`config.mk`:
```
export PLATFORM = sky130hd
export DESIGN_NAME = bandpass_level_detector
export DESIGN_NICKNAME = d
export VERILOG_FILES = /design/src/rtl/bandpass_level_detector.sv
export SDC_FILE = /design/constraint.sdc
export NUM_CORES = 1
export LEC_CHECK = 0
export CORE_ASPECT_RATIO = 1.1
export CORE_MARGIN = 8
export CORE_UTILIZATION = 55
export DETAILED_ROUTE_END_ITERATION = 16
export GPL_TIMING_DRIVEN = 1
export HOLD_SLACK_MARGIN = 0.02
export MAX_ROUTING_LAYER = met4
export PLACE_DENSITY = 0.78
export SYNTH_ARGS = -nofsm -noshare
export SYNTH_HDL_FRONTEND = slang
export SYNTH_SLANG_ARGS = --single-unit
```
`constraint.sdc`:
```
create_clock -name clk -period 6.9 [get_ports clk]
set_clock_uncertainty 0.05 [all_clocks]
set_input_delay 1.035 -clock clk [delete_from_list [all_inputs] [get_ports clk]]
set_output_delay 1.035 -clock clk [all_outputs]
set_load 0.05 [all_outputs]
```
`src/rtl/bandpass_level_detector.sv`:
```
// rtl/bandpass_level_detector.sv - windowed max/min/pk2pk/mean-abs level detector
// with a one-entry result register that drops and counts results it cannot hold.
module bandpass_level_detector #(
  parameter int DATA_W   = 12,
  parameter int WIN_LOG2 = 10
) (
  input  logic                     clk,
  input  logic                     reset,
  input  logic                     win_en,
  input  logic                     s_valid,
  output logic                     s_ready,
  input  logic signed [DATA_W-1:0] s_data,
  output logic                     m_valid,
  input  logic                     m_ready,
  output logic signed [DATA_W-1:0] m_max,
  output logic signed [DATA_W-1:0] m_min,
  output logic [DATA_W:0]          m_pk2pk,
  output logic [DATA_W-1:0]        m_absavg,
  output logic [7:0]               drop_cnt
);

  localparam int ACC_W = DATA_W + WIN_LOG2;
  localparam logic signed [DATA_W-1:0] MOST_NEG = {1'b1, {(DATA_W-1){1'b0}}};
  localparam logic signed [DATA_W-1:0] MOST_POS = {1'b0, {(DATA_W-1){1'b1}}};

  typedef enum logic {IDLE, ACCUM} state_t;

  state_t                   state;
  logic signed [DATA_W-1:0] run_max;
  logic signed [DATA_W-1:0] run_min;
  logic [ACC_W-1:0]         acc;
  logic [WIN_LOG2-1:0]      cnt;

  logic                     accept;
  logic                     last;
  logic [DATA_W-1:0]        abs_x;
  logic signed [DATA_W-1:0] new_max;
  logic signed [DATA_W-1:0] new_min;
  logic [ACC_W-1:0]         acc_next;
  logic [DATA_W:0]          pk2pk_next;

  assign s_ready = (state == ACCUM) && win_en;
  assign accept  = s_valid && s_ready;
  assign last    = accept && (cnt == '1);

  // Negating the most negative code yields 2**(DATA_W-1), which is exact when read unsigned.
  assign abs_x      = s_data[DATA_W-1] ? $unsigned(-s_data) : $unsigned(s_data);
  assign new_max    = (s_data > run_max) ? s_data : run_max;
  assign new_min    = (s_data < run_min) ? s_data : run_min;
  assign acc_next   = acc + ACC_W'(abs_x);
  assign pk2pk_next = {new_max[DATA_W-1], new_max} - {new_min[DATA_W-1], new_min};

  always_ff @(posedge clk) begin
    if (reset) begin
      state    <= IDLE;
      run_max  <= MOST_NEG;
      run_min  <= MOST_POS;
      acc      <= '0;
      cnt      <= '0;
      m_valid  <= 1'b0;
      m_max    <= '0;
      m_min    <= '0;
      m_pk2pk  <= '0;
      m_absavg <= '0;
      drop_cnt <= '0;
    end else begin
      if (state == IDLE) begin
        if (win_en) begin
          state   <= ACCUM;
          run_max <= MOST_NEG;
          run_min <= MOST_POS;
          acc     <= '0;
          cnt     <= '0;
        end
      end else if (!win_en) begin
        state   <= IDLE;
        run_max <= MOST_NEG;
        run_min <= MOST_POS;
        acc     <= '0;
        cnt     <= '0;
      end else if (accept) begin
        if (last) begin
          run_max <= MOST_NEG;
          run_min <= MOST_POS;
          acc     <= '0;
          cnt     <= '0;
        end else begin
          run_max <= new_max;
          run_min <= new_min;
          acc     <= acc_next;
          cnt     <= cnt + 1'b1;
        end
      end

      // A completing window may replace a result that is being consumed on this edge.
      if (last) begin
        if (!m_valid || m_ready) begin
          m_valid  <= 1'b1;
          m_max    <= new_max;
          m_min    <= new_min;
          m_pk2pk  <= pk2pk_next;
          m_absavg <= acc_next[ACC_W-1 -: DATA_W];
        end else if (drop_cnt != 8'hFF) begin
          drop_cnt <= drop_cnt + 8'd1;
        end
      end else if (m_valid && m_ready) begin
        m_valid <= 1'b0;
      end
    end
  end

endmodule

```
### After elaboration in Yosys (flattened, before gate mapping)

Cells that the tools add are included.

| storage, ports and cells | value |
|---|---|
| bits in registers | 115 |
| latch bits | 0 |
| bits in writable memories | 0 |
| bits in read-only memories | 0 |
| input bits | 17 |
| memories | 0 |

| cells by class | value |
|---|---|
| $add $sub $neg | 5 |
| multipliers | 0 |
| div/mod/pow operators | 0 |
| $lt $le $gt $ge | 2 |
| equality and inequality tests | 4 |
| shift operators | 0 |
| muxes and demuxes | 27 |
| bitwise logic cells | 1 |
| reduce and logical (&&, ||, !) cells | 12 |

Operator list:

| operator | number |
|---|---|
| two-way mux 12 bit | 13 |
| two-way mux 22 bit | 5 |
| two-way mux 10 bit | 5 |
| adder 22 x 12 -> 22 bit | 1 |
| subtractor 12 x 12 -> 13 bit | 1 |
| greater-than comparator 12 bit | 1 |
| less-than comparator 12 bit | 1 |
| negation 12 bit | 1 |
| adder 10 x 1 -> 10 bit, second input constant | 1 |
| == test 10 bit, second input constant | 1 |
| adder 8 x 1 -> 8 bit, second input constant | 1 |
| != test 8 bit, second input constant | 1 |
| AND reduction 2 bit | 3 |
| logical AND 1 bit | 4 |
| two-way mux 1 bit | 4 |
| nonzero test 2 bit | 2 |
| != test 3 x 2 -> 1 bit, second input constant | 1 |
| AND reduction 3 bit | 1 |
| != test 2 x 1 -> 1 bit, second input constant | 1 |
| logical NOT 1 bit | 1 |
| logical OR 1 bit | 1 |
| inverter 1 bit | 1 |

### Depth between registers and ports, before layout

Gate-level depths: netlist of run 1.

| depth | value |
|---|---|
| depth in word-level cells | 7 |
| mapped depth | 20 |
| mapped depth without buffers | 19 |

### Worst setup path after synthesis of run 1

No wires, ideal clock.

| path | value |
|---|---|
| path type | in2reg |
| start point | input s_data[10] |
| end point | register m_pk2pk[9] |
| library setup time | 0.122 ns |
| arrival time | 4.438 ns |
| path slack | 2.290 ns |
| stages | 16 |
| buffers on the path | 1 |
| path through | ha_1 -> and4_1 -> nand4_1 -> a21oi_2 -> or3_4 -> o22a_4 -> buf_4 -> o21ai_0 -> ha_1 -> nor2b_1 -> o211a_1 -> a2111oi_0 -> o31a_1 -> o21a_1 -> nor4_1 -> nand3b_1 |

| on the way | value |
|---|---|
| word-level cells in the longest chain between the ends | 3 |
| elaborated cells between the ends (all ways) | 5 |

Ends and longest elaborated chain:

| item | line | text |
|---|---|---|
| from (decl) | 12 | `input logic signed [DATA_W-1:0] s_data,` |
| greater-than comparator 12 bit | 48 | `assign new_max = (s_data > run_max) ? s_data : run_max;` |
| two-way mux 12 bit | 48 |  |
| named net new_max[1] | 37 | `logic signed [DATA_W-1:0] new_max;` |
| subtractor 12 x 12 -> 13 bit | 51 | `assign pk2pk_next = {new_max[DATA_W-1], new_max} - {new_min[DATA_W-1], new_min};` |
| to (signal assigned) | 101 | `m_pk2pk <= pk2pk_next;` |
| to (decl) | 17 | `output logic [DATA_W:0] m_pk2pk,` |

The timed path passes the listed nets, and every way through them passes these cells.
A chain may end at the register's enable or synchronous reset.

### Worst setup path after layout of run 1

| path | value |
|---|---|
| start point | input s_data[11] |
| end point | register m_pk2pk[9] |

Same word-level chain as after synthesis.

==> impl_results.md, run 1 <==
- Status: finished, final reports clean
- Top-area cell type share of the netlist area: 0.334
- Maximum vdd ir drop: 0.200 mV
- Core Box Area: 0.0124 mm²
- Remaining antenna violation count: 0
- Vias after detailed routing: 6501
- Die Wd: 123 µm
- Critical path, cell by cell: clkdlybuf4s50_1 -> buf_4 -> ha_1 -> buf_4 -> a21boi_0 -> nor4b_4 -> buf_4 -> o22a_4 -> o21ai_0 -> ha_1 -> nor2b_1 -> o211a_1 -> a2111oi_0 -> o31a_1 -> o21a_1 -> nor4_1 -> nand3b_1
- Fraction of layout cells with a size suffix above 1: 0.0805
- RD Place Congestion: 0.922
- Io pins: 76
- DR iter-0 viols: 581
- Max clock buf depth: 2
- Slew Limit Fails: 0
- Critical path's largest stage delay: 0.64 ns
- GR Overflow Total: 0
- Critical path class: primary input to flop
- Crit path DAT: 5.84 ns
- Synth Register Bits: 115
- Cts hold-fix bufs: 0
- Final Hold Viols: 0
- Largest net degree at the start of global routing: 61
- Worst Tran Pin Value: 0.978 ns
- Worst-skew pair later-pin latency: 0.42 ns
- Initial core utilization: 0.554
- Final WL: 20.9 mm
- Unrepaired setup endpoints after global routing: no
- First drt pass iteration count: 5
- Die footprint: 0.0164 mm²
- Max cap viols: 0
- Asr flop ratio synth: 0
- Slew HR: 0.346
- Die height: 133 µm
- Post-synthesis cell type count: 76
- Synth warn: 0
- Leakage power: 3.34 nW
- CP Data Required Time: 7.15 ns
- First-pass GRT wire length: 33.6 mm
- Syn-to-layout area delta: 20.9%
- Gr usage total: 0.266
- Critical path's slowest cell: a21boi_0
- Synth Flop Type: dfxtp_1
- Final setup margin: 1.31 ns
- H-tree depth: 4
- Vias/cell: 6.19
- Seq/Total Area, Yosys: 0.334
- Final setup violating endpoints: 0
- Critical path endpoint category: flop
- TritonCTS clock tree: built
- Residual DRC count: 0
- Initial antenna violation count: 0
- Cell mode on critical path: buf_4
- F_max: 179 MHz
- Antenna diodes: 0
- Synth top area cells: dfxtp_1, ha_1, a21oi_1
- CTS sink count: 115
- Count of buffers from port buffering: 75
- Cell accounting for the most synthesized area: dfxtp_1
- CTS Buf Count: 17
- Routed len/inst: 19.9 µm
- Row count: 43
- Root buf cell: clkbuf_16
- Tcrit/Tclk final: 0.810
- Fin crit period: 5.59 ns
- CP max FO: 20
- Mapped Cells: 827
- Layout Nets: 951
- Synthesized area: 0.00689 mm²
- Setup_tns: 0 ns
- Post-CTS Setup Inserts: 0
- HPWL after detailed placement: 14.9 mm
- Number of synthesized flops with an enable pin: 0
- Vias in the first global route: 6401
- Clock slew at reported path FFs: 0.05 ns
- Post_cts resized: 0
- Pre-CTS WS: 0.965 ns
- Post-Syn Nets: 896
- Worst Setup Start Kind: primary input
- Post-Syn Area per Cell: 8.33 µm²
- Pwr dens: 234 mW/mm²
- Hold WC Path Type: flop to flop
layout by cell type (no fill, tap or decap), drive strengths merged, types with 14 or more instances in the layout:
master / synthesis / final
a21oi: 79 / 79
buf: 19 / 16
clkbuf: 35 / 23
clkdlybuf4s50: 0 / 74
dfxtp: 115 / 115
ha: 50 / 50
inv: 37 / 37
nand2: 77 / 77
nand3: 23 / 23
nor2: 73 / 73
o211ai: 17 / 17
o21ai: 53 / 53
xnor2: 27 / 27
xor2: 14 / 14
synth_stat cells (5+ instances only):
cell,n
buf_4,6
and4_1,6
a211oi_1,8
nor2_1,71
xnor2_1,27
a21oi_1,78
o31ai_1,5
o32ai_1,13
ha_1,50
mux2_2,10
xor2_1,14
or3_1,5
nor4_1,5
a21o_1,9
o221ai_1,12
and3_1,5
o21ai_0,51
buf_2,10
clkbuf_1,35
nand3_1,23
o211ai_1,16
nor3_1,9
inv_1,37
a22o_1,12
dfxtp_1,115
nand4_1,10
mux2i_1,13
nand2b_1,8
and2_1,6
nand2_1,77
routing by layer:
| metal | track usage | vias to the layer above | wire length, µm |
|---|---|---|---|
| li1 | - | 3123 | - |
| met1 | 0.310 | 3104 | 8830 |
| met2 | 0.432 | 232 | 10300 |
| met3 | 0.0580 | 42 | 1330 |
| met4 | 0.111 | 0 | 501 |
| met5 | - | - | 0 |
state kept, by name, indices dropped and copies added (netlist names):
name,count
acc,22
cnt,10
drop_cnt,8
m_absavg,12
m_max,12
m_min,12
m_pk2pk,13
m_valid,1
run_max,12
run_min,12
state,1
power by group:
part           total [mW]  internal [mW]  switching, mW
registers           0.675          0.670        0.00425
logic               0.324          0.126          0.199
clock network       0.948          0.631          0.317
through the flow:
stage / utilization / cell area, µm² / cells / hold WS [ns] / total power [mW]
finish: 0.670 / 8330 / 1051 / 0.412 / 1.95
global route: 0.670 / 8330 / 1051 / 0.427 / 2.01
CTS: 0.670 / 8330 / 1051 / 0.413 / 1.95
detailed placement: 0.620 / 7700 / 1020 / 0.402 / 1.00
global placement: 0.620 / 7700 / 1020 / 0.392 / 0.998
floorplan: - / 6890 / 827 / 0.382 / 0.921
critical path: cells and delay by family:
family | cells | cell delay [ns]
compound gates | 7 | 2.54
fa+ha+maj | 2 | 0.66
simple gates | 4 | 0.48
buf+inv | 4 | 1.10
path summary, 6_finish.rpt:
path	depth (start not counted)	from	slack (ns)	to
max	17	s_data[11]	1.31	m_pk2pk[9]$_SDFFE_PP0P_
min	2	m_pk2pk[10]$_SDFFE_PP0P_	0.41	m_pk2pk[10]$_SDFFE_PP0P_
max reg2reg	16	run_max[11]$_SDFFE_PP1P_	2.02	m_pk2pk[9]$_SDFFE_PP0P_
min reg2reg	2	m_pk2pk[10]$_SDFFE_PP0P_	0.41	m_pk2pk[10]$_SDFFE_PP0P_
logic make-up (layout without fill, tap and decap cells):
group	Yosys count	after routing	synth area share
AOI/OAI and AO/OA	256	256	0.248
and+or+nand+nor	248	248	0.177
DFF	115	115	0.334
buffers and inverters	91	158	0.0557
adders and majority gates	52	52	0.0966
xor gates and xnor gates	41	41	0.0521
muxes	24	24	0.0369
final cells by class:
type	count	area [µm²]
multi-input combinational	621	4210
fill	1074	4100
sequential	115	2300
timing repair buffer	90	858
clock buffer	23	478
tap	157	196
clock inverter	8	150
inverter	37	139
Note: power is estimated with default switching activity, not from simulation.
==> inputs of run 2 (changes only) <==
--- a/config.mk
+++ b/config.mk
@@ -7,12 +7,12 @@
 export LEC_CHECK = 0
 export CORE_ASPECT_RATIO = 1.1
 export CORE_MARGIN = 8
-export CORE_UTILIZATION = 55
+export CORE_UTILIZATION = 52
 export DETAILED_ROUTE_END_ITERATION = 16
 export GPL_TIMING_DRIVEN = 1
 export HOLD_SLACK_MARGIN = 0.02
 export MAX_ROUTING_LAYER = met4
-export PLACE_DENSITY = 0.78
+export PLACE_DENSITY = 0.77
 export SYNTH_ARGS = -nofsm -noshare
 export SYNTH_HDL_FRONTEND = slang
 export SYNTH_SLANG_ARGS = --single-unit
==> constraint.sdc (replaced) <==
create_clock -name clk -period 4.6 [get_ports clk]
set_clock_uncertainty 0.05 [all_clocks]
set_input_delay 0.69 -clock clk [delete_from_list [all_inputs] [get_ports clk]]
set_output_delay 0.69 -clock clk [all_outputs]
set_load 0.05 [all_outputs]
==> impl_results.md, run 2 (synthesis gave the netlist of run 1 again) <==
- Core Box Area: 0.0130 mm² (+5.0%)
- RD Place Congestion: 0.913 (-0.97%)
- Critical path endpoint category: flop
- Pre-CTS WS: -0.0718 ns (-1.04 ns)
- Status: finished, final reports clean
- Final setup margin: 0.325 ns (-0.987 ns)
- Io pins: 76 (unchanged)
- Critical path's slowest cell: clkdlybuf4s50_1
- Flip-flop count of the largest register, all copies and words added: 22 (unchanged)
- Final Hold Viols: 0 (unchanged)
- Row count: 44 (+2.3%)
- Routed len/inst: 17.9 µm (-10%)
- GR Overflow Total: 0 (unchanged)
- First-pass GRT wire length: 31.1 mm (-7.5%)
- Final setup violating endpoints: 0 (unchanged)
- Clock slew at reported path FFs: 0.05 ns (about the same)
- Die height: 137 µm (+2.5%)
- Leakage power: 3.50 nW (+5.1%)
- Slew HR: 0.370 (+0.0239)
- H-tree depth: 4 (unchanged)
- Biggest register: acc
- CP Data Required Time: 4.90 ns (-2.25 ns)
- Count of buffers from port buffering: 75 (unchanged)
- First drt pass iteration count: 5 (unchanged)
- Post-CTS Setup Inserts: 0 (unchanged)
- Beginning of the critical path: s_data[9]
- Slew Limit Fails: 0 (unchanged)
- Worst Setup Start Kind: primary input
- Fraction of layout cells with a size suffix above 1: 0.117 (+0.0369)
- HPWL after detailed placement: 13.7 mm (-8.1%)
- Syn-to-layout area delta: 25.0%
- Vias in the first global route: 6152 (-3.9%)
- Setup crit end: m_pk2pk[10]$_SDFFE_PP0P_
- Initial core utilization: 0.528 (-0.0263)
- Worst r2r path cells: 17 (+1)
- FILL cells: 1116 (+3.9%)
- Final std cells w/o fill: 1089 (+3.6%)
- Antenna diodes: 0 (unchanged)
- Die Wd: 126 µm (+2.5%)
- Hold WC Path Type: flop to flop
- Worst R2R Setup Slack: 0.51 ns (-1.51 ns)
- Commonest non-fill, non-tap cell in the layout: dfxtp_1
- Die footprint: 0.0172 mm² (+5.0%)
- Root buf cell: clkbuf_16
- Worst r2r dst: m_pk2pk[9]$_SDFFE_PP0P_
- Vias/cell: 6.00 (-3.1%)
- R2R Path Start: run_max[10]$_SDFFE_PP0P_
- CTS sink count: 115 (unchanged)
- Pwr dens: 345 mW/mm² (+47%)
- Maximum vdd ir drop: 0.224 mV (+12%)
- Max cap viols: 0 (unchanged)
- Placed cell count: 1057 (+3.6%)
- Residual DRC count: 0 (unchanged)
- Fin crit period: 4.27 ns
- CTS Buf Count: 17 (unchanged)
- Worst-skew pair later-pin latency: 0.43 ns (about the same)
- Layout Nets: 984 (+3.5%)
- TritonCTS clock tree: built
- CP max FO: 6 (-70%)
- Top flop regs: acc x22, m_pk2pk x13
- Vias after detailed routing: 6529 (+0.43%)
- Area occupied by multi-input gates: 0.00421 mm² (about the same)
- Crit path DAT: 4.58 ns (-1.26 ns)
- Critical path, cell by cell: clkdlybuf4s50_1 -> buf_4 -> ha_1 -> a21o_1 -> a211oi_1 -> mux2i_1 -> a211oi_4 -> mux2_2 -> ha_1 -> inv_1 -> fa_1 -> a21o_1 -> a21oi_1 -> o21a_1 -> o31ai_1 -> xor2_1 -> nand2_1 -> a21oi_1
- Critical path class: primary input to flop
- Final core occ: 0.660 (-0.0103)
- Unrepaired setup endpoints after global routing: no
- DR iter-0 viols: 488 (-16%)
- Storage element area: 0.00230 mm² (unchanged)
- F_max: 234 MHz
- Most frequent cells in the layout: dfxtp_1, a21oi_1, nand2_1
- Initial antenna violation count: 0 (unchanged)
- Worst hold slack: 0.400 ns (-0.0115 ns)
- Total power: 2.97 mW (+52%)
- Gr usage total: 0.233 (-0.0332)
- Final WL: 19.5 mm (-6.9%)
- Remaining antenna violation count: 0 (unchanged)
- Largest net degree at the start of global routing: 48 (-21%)
- Tcrit/Tclk final: 0.929
- Worst Tran Pin Value: 0.946 ns (-0.0323 ns)
- Critical path's largest stage delay: 0.43 ns (-0.21 ns)
- Max clock buf depth: 2 (unchanged)
-- run 2: worst min-delay path by stage --
stage	from	to	slack [ns]	cells after the start
detailed placement	m_pk2pk[6]$_SDFFE_PP0P_	m_pk2pk[6]$_SDFFE_PP0P_	0.40	2
global placement	m_pk2pk[1]$_SDFFE_PP0P_	m_pk2pk[1]$_SDFFE_PP0P_	0.39	2
finish	m_pk2pk[6]$_SDFFE_PP0P_	m_pk2pk[6]$_SDFFE_PP0P_	0.40	2
floorplan	acc[10]$_SDFFE_PP0P_	acc[10]$_SDFFE_PP0P_	0.38	2
CTS	m_pk2pk[6]$_SDFFE_PP0P_	m_pk2pk[6]$_SDFFE_PP0P_	0.40	2
global route	m_pk2pk[3]$_SDFFE_PP0P_	m_pk2pk[3]$_SDFFE_PP0P_	0.42	2
-- run 2: layout make-up --
type,instances,area share
Multi-Input combinational cell,621,0.489
Sequential cell,115,0.267
Timing Repair Buffer,123,0.128
Clock buffer,21,0.0558
Tap cell,161,0.0234
Clock inverter,11,0.0202
Inverter,37,0.0161
-- run 2: worst max-delay path, delay by kind of cell --
kind,cells,cell delay [ns]
AO/OA/AOI/OAI,8,1.74
XOR/XNOR,1,0.18
adder cells (fa/ha/maj),3,0.68
buffers and inverters,3,0.66
multiplexers,2,0.55
AND/OR/NAND/NOR,1,0.08
-- run 2: report_power, final --
group          internal [mW]  switching, mW
logic                  0.221          0.284
registers               1.01        0.00602
clock network          0.965          0.487
-- run 2: repair_timing --
action,4_1_cts,5_1_grt
hold buffers,0,0
resized for setup,0,1
setup endpoints to repair,0,1
-- run 2: routing by layer --
layer,up-vias,GRT usage,share of wire
li1,3185,-,-
met1,3068,0.279,0.46
met2,230,0.363,0.45
met3,46,0.0530,0.064
met4,0,0.119,0.031
met5,-,-,0
-- run 2: through the flow --
step	TNS (ns)	instance area [µm²]
3_5_place_dp	-0.167	7950
6_report	0	8610
4_1_cts	0	8610
3_3_place_gp	-0.0231	7950
5_1_grt	0	8610
2_1_floorplan	0	6890
